**src/rtl/triangle_aabb_clip_if.sv**
```systemverilog
// Triangle-in / bounding-box-out handshake bundle for triangle_aabb_clip.
// Latency: none; this is only wiring shared by the unit and its neighbours.
// Backpressure: valid/ready on both sides (aValid/anOutReady in, anOutValid/aReady out).
//
// Ports grouped here:
//   aValid, aPoint1..3, aViewportMax, aReady             driven by the environment
//   anOutReady, anOutValid, anOutMin, anOutMax,
//   anOutCulled, anOutCulledCount                        driven by the unit
// Vertex [0] is x and [1] is y. Points are signed; viewport and box corners are unsigned.
interface triangle_aabb_clip_if #(
    parameter int COORD_W = 12,
    parameter int CNT_W   = 16
);
    logic                           aValid;
    logic                           anOutReady;
    logic [1:0][COORD_W-1:0]        aPoint1;
    logic [1:0][COORD_W-1:0]        aPoint2;
    logic [1:0][COORD_W-1:0]        aPoint3;
    logic [1:0][COORD_W-2:0]        aViewportMax;
    logic                           aReady;
    logic                           anOutValid;
    logic [1:0][COORD_W-2:0]        anOutMin;
    logic [1:0][COORD_W-2:0]        anOutMax;
    logic                           anOutCulled;
    logic [CNT_W-1:0]               anOutCulledCount;

    // environment side: supplies triangles, consumes boxes
    modport master (
        output aValid, aPoint1, aPoint2, aPoint3, aViewportMax, aReady,
        input  anOutReady, anOutValid, anOutMin, anOutMax, anOutCulled, anOutCulledCount
    );

    // unit side
    modport slave (
        input  aValid, aPoint1, aPoint2, aPoint3, aViewportMax, aReady,
        output anOutReady, anOutValid, anOutMin, anOutMax, anOutCulled, anOutCulledCount
    );
endinterface

```
**src/rtl/triangle_aabb_clip.sv**
```systemverilog
// Triangle bounding box, clipped to the viewport, with off-screen cull flag and saturating cull counter.
// Latency: 2 cycles (stage 1 raw min/max, stage 2 clip/cull registers the outputs); 1 triangle/cycle.
// Backpressure: holds up to 2 triangles while aReady=0; anOutReady drops once both stages are full.
//
// Ports: aClock, aReset (synchronous, active high), io (triangle_aabb_clip_if.slave).
// Build option: define TRIANGLE_AABB_TILE_ALIGN_EN to snap non-culled boxes outward to
// 2^TILE_SHIFT pixel tiles (min rounded down, max rounded up and capped at the viewport).
module triangle_aabb_clip #(
    parameter int COORD_W    = 12,
    parameter int TILE_SHIFT = 3,
    parameter int CNT_W      = 16
) (
    input  logic                 aClock,
    input  logic                 aReset,
    triangle_aabb_clip_if.slave  io
);

`ifdef TRIANGLE_AABB_TILE_ALIGN_EN
    localparam bit ALIGN_EN = 1'b1;
`else
    localparam bit ALIGN_EN = 1'b0;
`endif

    localparam int UW = COORD_W - 1;   // unsigned viewport / box width
    localparam int EW = COORD_W + 1;   // common signed compare width
    localparam logic [UW-1:0] TILE_MASK = UW'((1 << TILE_SHIFT) - 1);

    typedef logic signed [COORD_W-1:0] coord_t;
    typedef logic signed [EW-1:0]      ext_t;
    typedef logic [UW-1:0]             ucoord_t;

    function automatic coord_t smin3(input coord_t a, input coord_t b, input coord_t c);
        coord_t m;
        m = (a < b) ? a : b;
        return (c < m) ? c : m;
    endfunction

    function automatic coord_t smax3(input coord_t a, input coord_t b, input coord_t c);
        coord_t m;
        m = (a > b) ? a : b;
        return (c > m) ? c : m;
    endfunction

    function automatic ext_t sext(input coord_t v);
        return {v[COORD_W-1], v};
    endfunction

    function automatic ext_t zext(input ucoord_t v);
        return {2'b00, v};
    endfunction

    // clamp(v, 0, vp); any value that survives both tests fits in UW bits
    function automatic ucoord_t clamp(input ext_t v, input ext_t vp);
        if (v[EW-1])
            return '0;
        else if (v > vp)
            return vp[UW-1:0];
        else
            return v[UW-1:0];
    endfunction

    // stage 1: raw signed extents plus the viewport captured alongside them
    logic    s1_vld;
    coord_t  s1_minx, s1_miny, s1_maxx, s1_maxy;
    ucoord_t s1_vpx, s1_vpy;

    // stage 2: output registers
    logic             s2_vld;
    ucoord_t          s2_minx, s2_miny, s2_maxx, s2_maxy;
    logic             s2_culled;
    logic [CNT_W-1:0] cull_cnt;

    logic out_fire, s1_adv, in_rdy, in_fire;

    assign out_fire = s2_vld && io.aReady;
    assign s1_adv   = s1_vld && (!s2_vld || io.aReady);
    assign in_rdy   = !aReset && (!s1_vld || s1_adv);
    assign in_fire  = io.aValid && in_rdy;

    // stage 2 combinational clip / cull / align
    ucoord_t c_minx, c_miny, c_maxx, c_maxy;
    ucoord_t t_maxx, t_maxy;
    logic    c_culled;
    ext_t    vpx_e, vpy_e;

    always_comb begin
        vpx_e    = zext(s1_vpx);
        vpy_e    = zext(s1_vpy);
        c_culled = (sext(s1_minx) > vpx_e) || (sext(s1_miny) > vpy_e)
                || s1_maxx[COORD_W-1] || s1_maxy[COORD_W-1];
        c_minx   = clamp(sext(s1_minx), vpx_e);
        c_miny   = clamp(sext(s1_miny), vpy_e);
        c_maxx   = clamp(sext(s1_maxx), vpx_e);
        c_maxy   = clamp(sext(s1_maxy), vpy_e);
        t_maxx   = c_maxx | TILE_MASK;
        t_maxy   = c_maxy | TILE_MASK;
        // culled boxes are don't-care downstream, so alignment skips them
        if (ALIGN_EN && !c_culled) begin
            c_minx = c_minx & ~TILE_MASK;
            c_miny = c_miny & ~TILE_MASK;
            c_maxx = (t_maxx > s1_vpx) ? s1_vpx : t_maxx;
            c_maxy = (t_maxy > s1_vpy) ? s1_vpy : t_maxy;
        end
    end

    always_ff @(posedge aClock) begin
        if (aReset) begin
            s1_vld  <= 1'b0;
            s1_minx <= '0;
            s1_miny <= '0;
            s1_maxx <= '0;
            s1_maxy <= '0;
            s1_vpx  <= '0;
            s1_vpy  <= '0;
        end else if (in_fire) begin
            s1_vld  <= 1'b1;
            s1_minx <= smin3(coord_t'(io.aPoint1[0]), coord_t'(io.aPoint2[0]), coord_t'(io.aPoint3[0]));
            s1_miny <= smin3(coord_t'(io.aPoint1[1]), coord_t'(io.aPoint2[1]), coord_t'(io.aPoint3[1]));
            s1_maxx <= smax3(coord_t'(io.aPoint1[0]), coord_t'(io.aPoint2[0]), coord_t'(io.aPoint3[0]));
            s1_maxy <= smax3(coord_t'(io.aPoint1[1]), coord_t'(io.aPoint2[1]), coord_t'(io.aPoint3[1]));
            s1_vpx  <= io.aViewportMax[0];
            s1_vpy  <= io.aViewportMax[1];
        end else if (s1_adv) begin
            s1_vld  <= 1'b0;
        end
    end

    always_ff @(posedge aClock) begin
        if (aReset) begin
            s2_vld    <= 1'b0;
            s2_minx   <= '0;
            s2_miny   <= '0;
            s2_maxx   <= '0;
            s2_maxy   <= '0;
            s2_culled <= 1'b0;
        end else if (s1_adv) begin
            s2_vld    <= 1'b1;
            s2_minx   <= c_minx;
            s2_miny   <= c_miny;
            s2_maxx   <= c_maxx;
            s2_maxy   <= c_maxy;
            s2_culled <= c_culled;
        end else if (out_fire) begin
            // data left as-is; only the valid bit drops
            s2_vld    <= 1'b0;
        end
    end

    always_ff @(posedge aClock) begin
        if (aReset)
            cull_cnt <= '0;
        else if (out_fire && s2_culled && (cull_cnt != {CNT_W{1'b1}}))
            cull_cnt <= cull_cnt + 1'b1;
    end

    assign io.anOutReady       = in_rdy;
    assign io.anOutValid       = s2_vld;
    assign io.anOutMin[0]      = s2_minx;
    assign io.anOutMin[1]      = s2_miny;
    assign io.anOutMax[0]      = s2_maxx;
    assign io.anOutMax[1]      = s2_maxy;
    assign io.anOutCulled      = s2_culled;
    assign io.anOutCulledCount = cull_cnt;

endmodule

```
**src/flat_wrapper.sv**
```systemverilog
// flat-port wrapper written by rule: the top's interface ports become plain ports
module triangle_aabb_clip_flat 
#(
    parameter int COORD_W    = 12,
    parameter int TILE_SHIFT = 3,
    parameter int CNT_W      = 16
)
  (aClock, aReset, io_aValid, io_aPoint1, io_aPoint2, io_aPoint3, io_aViewportMax, io_aReady, io_anOutReady, io_anOutValid, io_anOutMin, io_anOutMax, io_anOutCulled, io_anOutCulledCount);
  triangle_aabb_clip_if #(.COORD_W(COORD_W), .CNT_W(CNT_W)) io_i ();
  input  logic aClock;
  input  logic aReset;
  input wire logic [$bits(io_i.aValid)-1:0] io_aValid;
  input wire logic [$bits(io_i.aPoint1)-1:0] io_aPoint1;
  input wire logic [$bits(io_i.aPoint2)-1:0] io_aPoint2;
  input wire logic [$bits(io_i.aPoint3)-1:0] io_aPoint3;
  input wire logic [$bits(io_i.aViewportMax)-1:0] io_aViewportMax;
  input wire logic [$bits(io_i.aReady)-1:0] io_aReady;
  output wire logic [$bits(io_i.anOutReady)-1:0] io_anOutReady;
  output wire logic [$bits(io_i.anOutValid)-1:0] io_anOutValid;
  output wire logic [$bits(io_i.anOutMin)-1:0] io_anOutMin;
  output wire logic [$bits(io_i.anOutMax)-1:0] io_anOutMax;
  output wire logic [$bits(io_i.anOutCulled)-1:0] io_anOutCulled;
  output wire logic [$bits(io_i.anOutCulledCount)-1:0] io_anOutCulledCount;
  assign io_i.aValid = io_aValid;
  assign io_i.aPoint1 = io_aPoint1;
  assign io_i.aPoint2 = io_aPoint2;
  assign io_i.aPoint3 = io_aPoint3;
  assign io_i.aViewportMax = io_aViewportMax;
  assign io_i.aReady = io_aReady;
  assign io_anOutReady = io_i.anOutReady;
  assign io_anOutValid = io_i.anOutValid;
  assign io_anOutMin = io_i.anOutMin;
  assign io_anOutMax = io_i.anOutMax;
  assign io_anOutCulled = io_i.anOutCulled;
  assign io_anOutCulledCount = io_i.anOutCulledCount;
  triangle_aabb_clip #(.COORD_W(COORD_W), .TILE_SHIFT(TILE_SHIFT), .CNT_W(CNT_W)) u_core (.aClock(aClock), .aReset(aReset), .io(io_i));
endmodule
```
**config.mk**
```make
export PLATFORM = sky130hd
export DESIGN_NAME = triangle_aabb_clip_flat
export DESIGN_NICKNAME = d
export VERILOG_FILES = /design/src/rtl/triangle_aabb_clip_if.sv /design/src/rtl/triangle_aabb_clip.sv /design/src/flat_wrapper.sv
export SDC_FILE = /design/constraint.sdc
export NUM_CORES = 1
export LEC_CHECK = 0
export CAP_MARGIN = 25
export CORE_UTILIZATION = 45
export DETAILED_ROUTE_END_ITERATION = 10
export PLACE_DENSITY = 0.72
export SETUP_SLACK_MARGIN = 0.1
export SYNTH_ARGS = -nofsm -noshare
export SYNTH_HDL_FRONTEND = slang
export SYNTH_SLANG_ARGS = --single-unit
```
**constraint.sdc**
```tcl
create_clock -name aClock -period 4.6 [get_ports aClock]
set_input_delay 0.92 -clock aClock [delete_from_list [all_inputs] [get_ports aClock]]
set_output_delay 0.92 -clock aClock [all_outputs]
set_load 0.02 [all_outputs]
```
Yosys cells after proc, flatten, opt, wreduce, memory -nomap -nowiden

Cells that the tools add are included.

Add/sub/neg operators: 1
Magnitude comparators: 12
Equal/unequal tests: 1
Muxes and demuxes: 20
Reduce and logical (&&, ||, !) cells: 16

Operators with widths:

| operator                | number |
|---|---|
| $gt A12 B12 Y1          | 8 |
| $mux W12                | 8 |
| $mux W11                | 8 |
| $lt A12 B12 Y1          | 4 |
| $add A16 B1 Y16 const B | 1 |
| $ne A16 B16 Y1 const B  | 1 |
| $logic_and A1 B1 Y1     | 6 |
| $logic_or A1 B1 Y1      | 5 |
| $mux W1                 | 4 |
| $reduce_bool A2 Y1      | 2 |
| $logic_not A1 Y1        | 3 |

Bits in registers: 133
Output and inout port bits: 63
Word-level logic and storage cells: 64

Depth between registers and ports, before layout

Word-level depth: 7
Gate-level depth with buffers: 19
Mapped depth without buffers: 17

Least setup slack after synthesis

No wires, ideal clock.

Path type: input to register
Start point: input port io_aPoint2[11]
End point: register u_core.s1_maxx[10]
Library setup time: 0.129 ns
Arrival: 4.304 ns
Path slack: 0.167 ns
Stages: 18
Path through: inv_1 > ha_1 > buf_6 > nand4_2 > nor2_1 > o2bb2ai_1 > a41oi_1 > buf_2 > mux2_2 > ha_1 > nor2b_1 > o21a_1 > o21ai_1 > a21o_1 > a2111oi_0 > or2_2 > buf_2 > o211ai_1

Longest elaborated chain between the ends: 4

Ends and longest elaborated chain:

| element                | line                      | RTL |
|---|---|---|
| start: declaration     | flat_wrapper.sv:14        | `input wire logic [$bits(io_i.aPoint2)-1:0] io_aPoint2;` |
| $gt A12 B12 Y1         | triangle_aabb_clip.sv:40  | `m = (a > b) ? a : b;` |
| $mux W12 *             | triangle_aabb_clip.sv:40  |  |
| $gt A12 B12 Y1         | triangle_aabb_clip.sv:41  | `return (c > m) ? c : m;` |
| $mux W12 *             | triangle_aabb_clip.sv:41  |  |
| end signal: assignment | triangle_aabb_clip.sv:119 | `s1_maxx <= smax3(coord_t'(io.aPoint1[0]), coord_t'(io.aPoint2[0]), coord_t'(io.aPoint3[0]));` |
| end: declaration       | triangle_aabb_clip.sv:64  | `coord_t s1_minx, s1_miny, s1_maxx, s1_maxy;` |

Mark *: on every way between the ends. The rest lies on a longest branch, timed or not.
A chain may end at the register's enable or synchronous reset.

Worst setup path in the final report

Start point: input port io_aPoint1[7]
End point: register u_core.s1_minx[11]

Longest elaborated chain between the ends: 4

Ends and longest elaborated chain:

| element                | line                      | RTL |
|---|---|---|
| start: declaration     | flat_wrapper.sv:13        | `input wire logic [$bits(io_i.aPoint1)-1:0] io_aPoint1;` |
| $lt A12 B12 Y1         | triangle_aabb_clip.sv:34  | `m = (a < b) ? a : b;` |
| $mux W12 *             | triangle_aabb_clip.sv:34  |  |
| $lt A12 B12 Y1         | triangle_aabb_clip.sv:35  | `return (c < m) ? c : m;` |
| $mux W12 *             | triangle_aabb_clip.sv:35  |  |
| end signal: assignment | triangle_aabb_clip.sv:117 | `s1_minx <= smin3(coord_t'(io.aPoint1[0]), coord_t'(io.aPoint2[0]), coord_t'(io.aPoint3[0]));` |
| end: declaration       | triangle_aabb_clip.sv:64  |  |

Marked as above.

==> summary.md <==
| Metric | Value |
|---|---|
| RSZ-0062 raised after global routing | `true` |
| Max clock buf depth | `2` |
| DR vias | `around 9600` |
| Design area | `0.01331 sq mm` |
| Asr flop ratio synth | `0%` |
| Seq/Total Area, Yosys | `28.21%` |
| Final ANT Viol Nets | `0` |
| Crit-path max cell delay | `0.46 ns` |
| Synth-to-Final Area Change | `41.01%` |
| Clock H-tree levels | `4` |
| Dpl cells | `1611` |
| Fin. Hold Viols | `0` |
| Initial DRC count | `760` |
| CP delay by family, top | `compound AO/OA/AOI/OAI gates` |
| Global Route Usage Sum | `a little over a quarter` |
| Placed Area | `between 0.01 and 0.015 sq mm` |
| Worst Path Buf+Inv | `6` |
| Reg-to-reg slack, setup | `1.87 ns` |
| Worst Hold Class | `flip-flop to flip-flop` |
| Grt ovf | `0` |
| Count of flip-flops with a built-in enable after synthesis | `0` |
| Initial antenna violation count | `0` |
| WHS Path Cells | `2` |
| Largest net degree at the start of global routing | `81` |
| Final Max Slew Viols | `0` |
| HP Start | `u_core.s2_miny[0]` |
| Synth cell types | `61` |
| DRC viols | `0` |
| GR Layer Usage met3 | `4.037%` |
| CTS root buffer | `clkbuf_16` |
| Cell taking the most area after synthesis | `dfxtp_1` |
| Worst Tran Pin Value | `0.9116 ns` |
| Status | `completed` |
| Post-Syn Area | `0.009439 sq mm` |
| Initial core utilization | `a little under half` |
| Average wire per standard cell | `17.52 microns` |
| Synthesized flop and latch total | `133` |
| Req. time, crit path | `roughly 4.9 ns` |
| Worst Hold End | `u_core.s2_miny[0]` |
| Commonest cells in the netlist | `dfxtp_1 (133), ha_1 (115), nand2_1 (90)` |
| Cells after Synth | `around 1100` |
| Via/cell ratio | `5.799` |
| WL final | `~29000 microns` |
| Mapped Avg Cell Area | `8.435 sq um` |
| Reg-to-reg startpoint | `u_core.s1_vpy[1]` |
| Die area | `0.02156 sq mm` |
| Largest cells by area after synthesis | `dfxtp_1 (28%), ha_1 (15%), mux2i_1 (7.2%)` |
| First-pass GRT wire length | `45950 microns` |
| Syn_nets | `1332` |
| Latest clock arrival within the worst-skew pair | `0.42 ns` |
| Count leader, synth | `dfxtp_1` |
| CP Cell Sequence | `clkdlybuf4s50_1, ha_4, nand4_1, nor2_4, o2bb2ai_2, a41oi_2, buf_6, buf_8, mux2i_4, ha_4, a21o_1, nand3_1, a21oi_1, o32a_1, a2111oi_4, buf_4, buf_4, clkbuf_16, o21ai_2, a31oi_4` |
| IR drop worst, VDD | `0.2692 mV` |
| Yosys top cell area share | `28.21%` |
| CP max-delay cell | `clkdlybuf4s50_1` |
| Critical Path Source Type | `input port` |
| PortBufs | `160` |
| Chip width | `146.8 microns` |
| Skew final | `0.009087 ns` |
| Total iterations of the first detailed-routing run | `5` |
| Die height | `146.8 microns` |
| M2 GR Usage | `about two fifths` |
| I/O Pins | `approximately 160` |
| Crit path kind | `input port to flip-flop` |
| Leak | `about 5.5 nW` |
| Clock sinks | `133` |
| Critical path endpoint category | `flip-flop` |
| GPL Wtd Cong | `0.9270` |
| Max-slew headroom | `between 30% and 40%` |
| CTS tree | `done` |
| Minimum clock period | `4.426 ns` |
| R2R cell count | `10` |
| Final setup vio count | `0` |
| Met1 usage | `37.61%` |
| Total CTS buffers | `17` |
| Crit path DAT | `4.76 ns` |
| Worst-path clk slew | `0.06 ns` |
| Tcrit/Tclk final | `96.22%` |
| HPWL after DPL | `21420 microns` |
| Vias in the first global route | `8976` |
| Layout cell share with drive strength beyond 1 | `18.12%` |
| CP Max Fanout | `11` |
| Top FF cell, synth | `dfxtp_1` |
| Rows | `52` |
| MaxCap Viol Count | `0` |
| Worst r2r dst | `u_core.s2_miny[4]` |
| N_diodes | `0` |
| GR peak layer | `met2` |
| Core area | `0.02043 sq mm` |
| Nets | `1585` |
| Non-filler cells, final | `1655` |
| Power Dens Cells | `around 330 mW/mm^2` |
| Warnings from Yosys | `0` |
| Achievable frequency | `225.9 MHz` |
-- sequential cells by signal, summed over array words and instances, names as in the netlist --
register	cells
u_core.s1_miny	12
u_core.s1_vpy	11
u_core.s2_maxy	11
u_core.s1_maxy	12
u_core.io.anOutCulledCount	16
u_core.io.anOutCulled	1
u_core.s2_miny	11
u_core.s1_maxx	12
u_core.s1_vld	1
u_core.s2_minx	11
u_core.io.anOutValid	1
u_core.s1_vpx	11
u_core.s1_minx	12
u_core.s2_maxx	11
-- worst max-delay path by stage --
stage                   startpoint                 end  slack [ns]  cells past startpoint
global placement     io_aPoint2[7]  u_core.s1_minx[11]       -0.22                     17
detailed placement   io_aPoint2[7]   u_core.s1_minx[2]       -0.35                     17
CTS                  io_aPoint2[1]  u_core.s1_minx[11]        0.10                     19
floorplan           io_aPoint2[11]  u_core.s1_maxx[10]        0.17                     18
global route        io_aPoint2[23]   u_core.s1_miny[4]        0.07                     17
finish               io_aPoint1[7]  u_core.s1_minx[11]        0.17                     20
-- worst reg2reg max path, cell delays in order (launching register included) --
cell and delay, ns:
dfxtp_1 0.33, inv_1 0.12, ha_1 0.34, nor2b_1 0.14, o21a_1 0.16, o21ai_0 0.18, a211oi_1 0.10, o21ai_1 0.65
buf_4 0.31, mux2i_1 0.20, o21ai_0 0.08
-- per-layer routing --
layer  vias to the layer above  wire, microns
li1                       4710              -
met1                      4533          13980
met2                       317          13030
met3                        37           1593
met4                         0            398
met5                         -              0
-- cell families after synthesis --
group           share of synthesized area, %
mux                                    7.489
xor+xnor                               1.206
flops                                  28.21
fa+ha+maj                              15.24
buf+inv                                5.859
simple gates                           22.43
compound gates                         19.57
-- layout make-up --
class | count | area [sq um]
clock buffers | 20 | 446.7
clock inverters | 12 | 153.9
fillers | 1731 | 7119
inverters | 65 | 244.0
multi-input cells | 847 | 6656
flip-flops and latches | 133 | 2663
well taps | 270 | 337.8
repair buffers | 308 | 2809
-- report_power, final --
part	internal, mW	total [mW]	switching (mW)
Clock	0.867	1.39	0.520
Sequential	1.26	1.37	0.111
Combinational	0.782	1.64	0.857
Total	2.91	4.40	1.49
-- through the flow --
stage | util [%] | setup TNS (ns) | setup WS [ns] | hold slack [ns] | power, mW
floorplan | - | 0 | 0.1666 | 0.4570 | 2.282
global placement | 59.41 | -8.897 | -0.2211 | 0.4349 | 2.843
detailed placement | 59.44 | -12.91 | -0.3528 | 0.4429 | 2.879
CTS | 62.40 | 0 | 0.1036 | 0.4573 | 4.264
global route | 65.15 | 0 | 0.07011 | 0.4711 | 4.619
finish | 65.15 | 0 | 0.1738 | 0.4512 | 4.396
-- timing repair --
item	in CTS	in global routing
gates resized for setup	3	96
setup buffers	0	6
setup endpoints to repair	18	48
pin swaps	0	22
hold buffers	0	0
gates cloned	0	3
-- cells in the final DEF (no fill, tap or decap), types with 21 or more instances in the layout --
master           count
inv_1               62
clkdlybuf4s50_1    149
nand2_1             89
nor3_1              39
buf_4              135
ha_1               102
a221o_1             21
nor2_1              35
o21ai_0             51
nor4_1              34
dfxtp_1            133
o211ai_1            30
mux2i_1             53
o31ai_1             33
nand4_1             23
nor3b_1             22
a21oi_1             40
nand3b_1            57
(Power assumes the default switching activity.)
